### config.mk
export PLATFORM = sky130hd
export DESIGN_NAME = sbox_share_ctrl
export DESIGN_NICKNAME = d
export VERILOG_FILES = /design/src/rtl/sbox_share_ctrl.sv
export SDC_FILE = /design/constraint.sdc
export NUM_CORES = 1
export LEC_CHECK = 0
export ABC_CLOCK_PERIOD_IN_PS = 2550
export CAP_MARGIN = 5
export CELL_PAD_IN_SITES_DETAIL_PLACEMENT = 0
export CELL_PAD_IN_SITES_GLOBAL_PLACEMENT = 2
export CORE_MARGIN = 2
export CORE_UTILIZATION = 30
export DETAILED_ROUTE_END_ITERATION = 8
export PLACE_DENSITY = 0.78
export SYNTH_ARGS = -nofsm -noshare
export SYNTH_HDL_FRONTEND = slang
export SYNTH_SLANG_ARGS = --single-unit
### constraint.sdc
create_clock -name clk -period 2.55 [get_ports clk]
set_input_delay 0.765 -clock clk [delete_from_list [all_inputs] [get_ports clk]]
set_output_delay 0.765 -clock clk [all_outputs]
set_load 0.01 [all_outputs]
### src/rtl/sbox_share_ctrl.sv
// Time-multiplexes one external 4-byte S-box lane between a 128-bit state
// requester (4 beats) and a 32-bit key-word requester (1 beat).
module sbox_share_ctrl #(
    parameter bit ARB_MODE = 1'b1
) (
    input  logic         clk,
    input  logic         rst,
    input  logic         st_valid,
    output logic         st_ready,
    input  logic [127:0] st_in,
    output logic         st_out_valid,
    output logic [127:0] st_out,
    input  logic         wd_valid,
    output logic         wd_ready,
    input  logic [31:0]  wd_in,
    output logic         wd_out_valid,
    output logic [31:0]  wd_out,
    output logic [31:0]  lane_in,
    input  logic [31:0]  lane_out,
    output logic         busy
);

    typedef enum logic [1:0] {
        IDLE   = 2'd0,
        ST_RUN = 2'd1,
        WD_RUN = 2'd2
    } state_t;

    state_t         state_q, state_d;
    logic [1:0]     beat_q;
    logic [127:0]   st_buf_q;
    logic [127:0]   st_res_q;
    logic [127:0]   st_out_q;
    logic [31:0]    wd_buf_q;
    logic [31:0]    wd_out_q;
    logic           last_grant_q;
    logic           st_out_valid_q;
    logic           wd_out_valid_q;

    logic           both_valid;
    logic           word_wins;
    logic           st_acc;
    logic           wd_acc;

    // Readies only open in IDLE; on a tie the loser's ready is held low.
    always_comb begin
        both_valid = st_valid & wd_valid;
        word_wins  = (ARB_MODE == 1'b0) ? 1'b1 : ~last_grant_q;
        st_ready   = 1'b0;
        wd_ready   = 1'b0;
        if ((state_q == IDLE) && !rst) begin
            st_ready = ~(both_valid & word_wins);
            wd_ready = ~(both_valid & ~word_wins);
        end
        st_acc = st_valid & st_ready;
        wd_acc = wd_valid & wd_ready;
    end

    always_comb begin
        state_d = state_q;
        lane_in = 32'd0;
        case (state_q)
            IDLE: begin
                if (st_acc) begin
                    state_d = ST_RUN;
                end else if (wd_acc) begin
                    state_d = WD_RUN;
                end
            end
            ST_RUN: begin
                lane_in = st_buf_q[{beat_q, 5'b0} +: 32];
                if (beat_q == 2'd3) begin
                    state_d = IDLE;
                end
            end
            WD_RUN: begin
                lane_in = wd_buf_q;
                state_d = IDLE;
            end
            default: state_d = IDLE;
        endcase
    end

    always_ff @(posedge clk) begin
        if (rst) begin
            state_q        <= IDLE;
            beat_q         <= 2'd0;
            last_grant_q   <= 1'b0;
            st_buf_q       <= '0;
            st_res_q       <= '0;
            st_out_q       <= '0;
            wd_buf_q       <= '0;
            wd_out_q       <= '0;
            st_out_valid_q <= 1'b0;
            wd_out_valid_q <= 1'b0;
        end else begin
            state_q        <= state_d;
            st_out_valid_q <= 1'b0;
            wd_out_valid_q <= 1'b0;
            case (state_q)
                IDLE: begin
                    if (st_acc) begin
                        st_buf_q     <= st_in;
                        beat_q       <= 2'd0;
                        last_grant_q <= 1'b0;
                    end else if (wd_acc) begin
                        wd_buf_q     <= wd_in;
                        last_grant_q <= 1'b1;
                    end
                end
                ST_RUN: begin
                    // Final beat bypasses the result register so st_out is complete on this edge.
                    st_res_q[{beat_q, 5'b0} +: 32] <= lane_out;
                    beat_q <= beat_q + 2'd1;
                    if (beat_q == 2'd3) begin
                        st_out_q       <= {lane_out, st_res_q[95:0]};
                        st_out_valid_q <= 1'b1;
                    end
                end
                WD_RUN: begin
                    wd_out_q       <= lane_out;
                    wd_out_valid_q <= 1'b1;
                end
                default: ;
            endcase
        end
    end

    assign st_out       = st_out_q;
    assign st_out_valid = st_out_valid_q;
    assign wd_out       = wd_out_q;
    assign wd_out_valid = wd_out_valid_q;
    assign busy         = (state_q != IDLE);

endmodule

==> flow_metrics.py, run 1 <==
metrics = {
    "setup_path": {
        "path_cells": "inv_4 -> ha_4 -> nand3_4 -> buf_6 -> buf_12 -> o22ai_4 -> a21o_1 -> buf_2",
        "worstRegToRegCells": 7,
        "arrival_ns": 2.24,
        "cpMaxStageDelayCell": "dfxtp_4",
        "crit_fanout": 6,
        "max_stage_delay_ns": 0.37,
        "worstSetupEndpointType": "output pin",
        "path_class": "flip-flop to output pin",
        "critPathLaunchType": "flip-flop",
        "crit_required_ns": 1.79,
    },
    "layout": {
        "fin_area_um2": 24000,
        "drive_above_1_share": 0.116,
        "final_core_util": 0.433,
        "layout.cells.non_filler": 3066,
        "area_delta_synth_final_pct": 42.1,
        "fin_nets": 2480,
    },
    "placed_design": {
        "placed_area_um2": 21700,
        "pre_cts_slack_ns": -0.364,
        "port_buffers": 392,
        "hpwl_mm": 40.4,
        "dpl.cell_count": 2948,
        "globalplace.congestion": 0.868,
    },
    "sta": {
        "layout_setup_ws_ns": -0.455,
        "skew_ns": 0.0254,
        "tns_ns": -11.77,
        "worstMarginPinSlew_ns": 1.28,
        "final_max_slew_viol_count": 0,
        "setup_violations": 32,
        "fin_crit_sh": 1.18,
        "grt_setup_unrepaired": "yes",
        "max_slew_margin": 0.149,
        "period_minus_slack_ns": 3.00,
        "finalHoldViolCount": 0,
        "hold-worst-slack_ns": 0.431,
        "max_freq_mhz": 333,
    },
    "yosys": {
        "synthAdderAreaFrac": 0.00519,
        "synth.avg_cell_area_um2": 8.78,
        "yosysWarnings": 0,
        "synth_edf_count": 0,
        "syn-num-nets": 2127,
        "synthXorXnorAreaFrac": 0,
        "synth-main-ff-cell": "dfxtp_1",
        "synth_most_common_cell": "dfxtp_1",
        "synth_seq_cells": 423,
        "synthMuxAreaShare": 0.0569,
        "synth_top_family_by_area": "compound AO/OA/AOI/OAI gates",
        "synth_cells": 1924,
        "synth_top_area_frac": 0.502,
        "synth_common_cells": "dfxtp_1, nand2_1, inv_1, a21oi_1, nor2_1",
        "synth-seq-area-share": 0.502,
        "yosys.area_share.simple": 0.112,
        "yosysUniqueCellTypes": 43,
        "synth_compound_area_frac": 0.236,
        "syn_area_um2": 16900,
        "async_reset_ff_frac": 0,
        "synth_area_leader_cell": "dfxtp_1",
        "ys_top_cells_by_area": "dfxtp_1, o311ai_0, nand2_1",
    },
    "cts": {
        "ctsLongestPathBuffers": 3,
        "cts_sinks": 423,
        "cts_buffers": 48,
        "clk-insertion-delay-late_ns": 0.60,
        "cts_tree": "built",
        "path_clk_slew_ns": 0.06,
        "cts_max_level": 2,
        "clockRootBuffer": "clkbuf_16",
        "ctsHoldBuffers": 0,
    },
    "pwr": {
        "leakagePower_nw": 8.89,
        "total_power_mw": 16.4,
        "peakVddDrop_mv": 0.492,
        "p_per_area_nw_per_um2": 685,
    },
    "outcome": {
        "violations": "negative setup slack",
        "status": "complete, but fails checks",
    },
    "global_routing": {
        "grt_pass1_wl_mm": 93.4,
        "track_usage": 0.210,
        "grt_max_degree": 162,
        "grt_antenna_before_repair": 5,
        "grt_pass1_vias": 15000,
        "overflow": 0,
    },
    "floorplanning": {
        "chipHeight_um": 241,
        "pin_count": 393,
        "start_util": 0.305,
        "dieArea_um2": 58200,
        "chipWidth_um": 241,
        "core_um2": 55400,
        "row_count": 86,
    },
    "routing": {
        "drcViolationCount": 0,
        "post_drt_wl_per_cell_um": 20.4,
        "vias": 15600,
        "vias_per_cell": 5.10,
        "ant_nets": 0,
        "first_pass_iters": 5,
        "drtIter0Drc": 1032,
        "wirelength_mm": 62.6,
    },
    "hold_path": {
        "hold_class": "flip-flop to flip-flop",
        "hold_depth": 2,
    },
    "flow_run": {
        "maxCapViolCount": 0,
    },
}
==> worst max-delay path: cells and delay by family (launching register included) <==
kind / cells / cell delay (ns)
compound gates: 2 / 0.35
buf+inv: 4 / 0.52
fa+ha+maj: 1 / 0.28
flops: 1 / 0.37
simple gates: 1 / 0.14
==> path summary, 6_finish.rpt <==
path	slack (ns)	end	from
setup / recovery	-0.45	lane_in[1]	state_q[0]
hold / removal	0.43	st_out[62]	st_res_q[62]
setup reg to reg	0.21	st_res_q[90]	beat_q[0]
hold reg to reg	0.43	st_out[62]	st_res_q[62]
==> layout make-up <==
cell class	instances	area (um2)
antenna	3	7.51
clock buffer	71	1390
clock inverter	17	219
fill	5462	31400
inverter	135	513
multi-input combinational	1169	7360
sequential	423	8480
tap	748	936
timing repair buffer	500	5090
==> cells by family after synthesis <==
| group | after synthesis |
|---|---|
| AO/OA/AOI/OAI | 589 |
| multiplexers | 96 |
| flip-flops | 423 |
| adder cells (fa/ha/maj) | 7 |
| AND/OR/NAND/NOR | 477 |
| buffers and inverters | 332 |
==> state kept, by name, summed over array words and instances, names as in the netlist <==
signal	cells
st_res_q	96
st_buf_q	128
beat_q	2
last_grant_q	1
wd_out_valid	1
wd_out	32
state_q	2
wd_buf_q	32
st_out	128
st_out_valid	1
==> power breakdown <==
group	switching (mW)	internal [mW]	total [mW]
sequential	0.180	6.94	7.12
combinational	1.29	0.946	2.23
clock	2.88	4.19	7.07
==> timing repair <==
action,4_1_cts,5_1_grt
pin swaps,23,10
resized for setup,245,13
cloned,4,2
setup buffers,22,4
setup endpoints to repair,35,34
endpoints found under the hold margin,0,0
==> metal layers <==
metal | global-route usage | share of wire | vias to the layer above
met2 | 0.346 | 0.47 | 490
met4 | 0.0735 | 0.032 | 4
met3 | 0.0472 | 0.064 | 100
li1 | - | - | 7493
met5 | 0 | 0.00037 | -
met1 | 0.270 | 0.43 | 7560
==> layout by cell type (no fill, tap or decap), types with 33 or more instances in the layout <==
master / count
dfxtp_1: 420
inv_1: 130
nand3_1: 35
a32oi_1: 64
clkdlybuf4s50_1: 356
buf_4: 65
o21ai_1: 115
o211ai_1: 33
a21oi_1: 129
o311ai_0: 127
nor2_1: 129
mux2i_1: 96
nand2_1: 295
clkbuf_16: 52
(Power assumes the default switching activity.)
==> run 2: changes to the inputs <==
Settings changed: ABC_AREA from default to 1, CORE_UTILIZATION 30 to 29, CTS_BUF_LIST from default to sky130_fd_sc_hd__clkbuf_8, PLACE_DENSITY 0.78 to 0.79.
==> run 2 against run 1 <==
Effect of this change: the flow still finishes with violations (negative setup slack); worst hold slack better by 0.0046 ns; sequential share of layout area up 0.43 points; die area up 0.56%; setup slack gained 0.15 ns; flip-flop and latch count is the same; non-clock buffer count down 25; register-to-register slack improved by 0.25 ns; final cell count grew 9.1%; final area shrank 1.2%; total power fell by 9.9%; synthesized area fell by 2.8%.
==> flow_metrics.py, run 2 <==
metrics = {
    "layout": {
        "layout_common_cells": "nand2_1, dfxtp_1, a21oi_1",
        "seq_area_um2": 8480,
        "layout.cells.most_common": "nand2_1",
        "final_core_util": 0.422,
        "n_fill_cell": 5829,
        "multi_input_area_um2": 7520,
        "drive_above_1_share": 0.150,
        "diodes": 0,
        "fin_nets": 2740,
        "area_delta_synth_final_pct": 44.4,
        "layout.cells.non_filler": 3346,
    },
    "yosys": {
        "synth_cells": 2158,
        "synth.avg_cell_area_um2": 7.61,
        "synth_area_leader_cell": "dfxtp_1",
        "synth_most_common_cell": "nand2_1",
        "ys_top_cells_by_area": "dfxtp_1, nand2_1, a21oi_1",
        "synth-main-ff-cell": "dfxtp_1",
        "synth_seq_cells": 423,
        "async_reset_ff_frac": 0,
        "synth_top_area_frac": 0.516,
        "yosysWarnings": 0,
        "synth_edf_count": 0,
        "synth-seq-area-share": 0.516,
        "yosysUniqueCellTypes": 25,
        "synth_common_cells": "nand2_1, a21oi_1, dfxtp_1, nand3_1, clkbuf_1",
        "syn-num-nets": 2361,
        "syn_area_um2": 16400,
    },
    "setup_path": {
        "arrival_ns": 2.09,
        "reg2reg_slack_ns": 0.46,
        "critPathLaunchType": "flip-flop",
        "critPathBufInv": 5,
        "crit_required_ns": 1.79,
        "cpMaxStageDelayCell": "dfxtp_4",
        "max_stage_delay_ns": 0.40,
        "worstSetupEndpointType": "output pin",
        "path_cells": "inv_8 -> buf_12 -> buf_12 -> buf_12 -> o21ai_1 -> nand2_1 -> nand2_1 -> a21oi_2 -> buf_2",
        "crit_fanout": 8,
        "cpMostUsedCell": "buf_12",
        "critPathTopFamily": "buffers and inverters",
        "path_class": "flip-flop to output pin",
    },
    "cts": {
        "path_clk_slew_ns": 0.06,
        "cts_buffers": 77,
        "cts_tree": "built",
        "ctsHoldBuffers": 0,
        "cts_sinks": 423,
        "clk-insertion-delay-late_ns": 0.65,
        "clockRootBuffer": "clkbuf_8",
        "cts_max_level": 3,
        "ctsLongestPathBuffers": 3,
    },
    "sta": {
        "worstMarginPinSlew_ns": 1.26,
        "grt_setup_unrepaired": "yes",
        "fin_crit_sh": 1.12,
        "max_slew_margin": 0.161,
        "layout_setup_ws_ns": -0.301,
        "hold-worst-slack_ns": 0.436,
        "skew_ns": 0.0376,
        "max_freq_mhz": 351,
        "finalHoldViolCount": 0,
        "period_minus_slack_ns": 2.85,
        "setup_violations": 32,
        "final_max_slew_viol_count": 0,
    },
    "floorplanning": {
        "chipWidth_um": 242,
        "start_util": 0.292,
        "dieArea_um2": 58500,
        "row_count": 87,
        "pin_count": 393,
        "chipHeight_um": 242,
        "core_um2": 56200,
    },
    "routing": {
        "first_pass_iters": 5,
        "vias": 16000,
        "ant_nets": 0,
        "drtIter0Drc": 998,
        "post_drt_wl_per_cell_um": 19.5,
        "wirelength_mm": 65.2,
        "drcViolationCount": 0,
        "vias_per_cell": 4.78,
    },
    "outcome": {
        "status": "complete, but fails checks",
        "violations": "negative setup slack",
    },
    "pwr": {
        "total_power_mw": 14.8,
        "p_per_area_nw_per_um2": 624,
        "leakagePower_nw": 8.10,
        "peakVddDrop_mv": 0.333,
    },
    "placed_design": {
        "port_buffers": 392,
        "pre_cts_slack_ns": -0.220,
        "dpl.cell_count": 3193,
        "hpwl_mm": 44.1,
        "globalplace.congestion": 0.865,
    },
    "global_routing": {
        "grt_antenna_before_repair": 0,
        "grt_max_degree": 226,
        "grt_pass1_vias": 15700,
        "overflow": 0,
        "track_usage": 0.215,
        "grt_pass1_wl_mm": 96.6,
    },
    "hold_path": {
        "hold_class": "flip-flop to flip-flop",
    },
    "flow_run": {
        "maxCapViolCount": 0,
    },
}
## run 2: cell count changes after synthesis, moves of 33 or more
| cell | change |
|---|---|
| nand3_1 | +65 |
| a32oi_1 | -64 |
| o21ai_0 | +50 |
| o211ai_1 | -33 |
| o21ai_1 | -114 |
| mux2i_1 | -96 |
| a211oi_1 | +48 |
| inv_1 | -57 |
| nand2_1 | +420 |
| a21oi_1 | +324 |
| o311ai_0 | -127 |
| nor2_1 | -61 |
## run 2: logic make-up after synthesis
logic type,count (synthesis),synth area share
and+or+nand+nor,892,0.215
AOI/OAI and AO/OA,582,0.192
DFF,423,0.516
buffers and inverters,254,0.0714
adders and majority gates,7,0.00534
## run 2: power breakdown
| group | switching [mW] | internal, mW | total, mW | leakage (nW) |
|---|---|---|---|---|
| Combinational | 0.888 | 0.666 | 1.55 | 3.80 |
| Sequential | 0.101 | 6.82 | 6.92 | 3.43 |
| Clock | 2.91 | 3.40 | 6.32 | 0.869 |
| Total | 3.90 | 10.9 | 14.8 | 8.10 |
## run 2: per-layer routing
layer  track usage  routed length [um]  up-vias
li1              -                   -     7846
met1         0.270               28300     7619
met2         0.358               31100      461
met3        0.0580                4480       69
met4        0.0646                1330        0
met5             0                   0        -
## run 2: final timing paths
kind,startpoint,endpoint,cells after the start
worst max-delay path,beat_q[0],lane_in[0],9
worst min-delay path,st_res_q[5],st_out[5],2
worst max register to register,state_q[1],st_res_q[79],9
worst min register to register,st_res_q[5],st_out[5],2
## run 2: worst reg2reg max path, cell delays in order, from the launching register on
cell and delay [ns]:
dfxtp_2 0.33, inv_2 0.07, ha_2 0.22, buf_12 0.20
buf_4 0.19, nand2_1 0.11, nor3_4 0.11, buf_4 0.38
nand3_1 0.21, a21oi_1 0.15
## run 2: repair_timing
item | 4_1_cts | 5_1_grt
endpoints found under the hold margin | 0 | 0
gates cloned | 4 | 5
gates resized for setup | 309 | 87
pin swaps | 40 | 36
endpoints found under the setup margin | 35 | 34
setup buffers | 7 | 6
## run 2: layout make-up
type / instances / share of cell area
inverter: 79 / 0.0135
multi-input combinational: 1481 / 0.317
clock inverter: 39 / 0.00929
sequential: 423 / 0.358
clock buffer: 93 / 0.0540
timing repair buffer: 475 / 0.208
tap: 756 / 0.0399
## run 2: through the flow
stage | area (um2) | TNS (ns)
2_1_floorplan | 16400 | 0
3_3_place_gp | 21200 | -3.44
3_5_place_dp | 21200 | -3.46
4_1_cts | 23300 | -9.37
5_1_grt | 23700 | -9.54
6_report | 23700 | -6.60
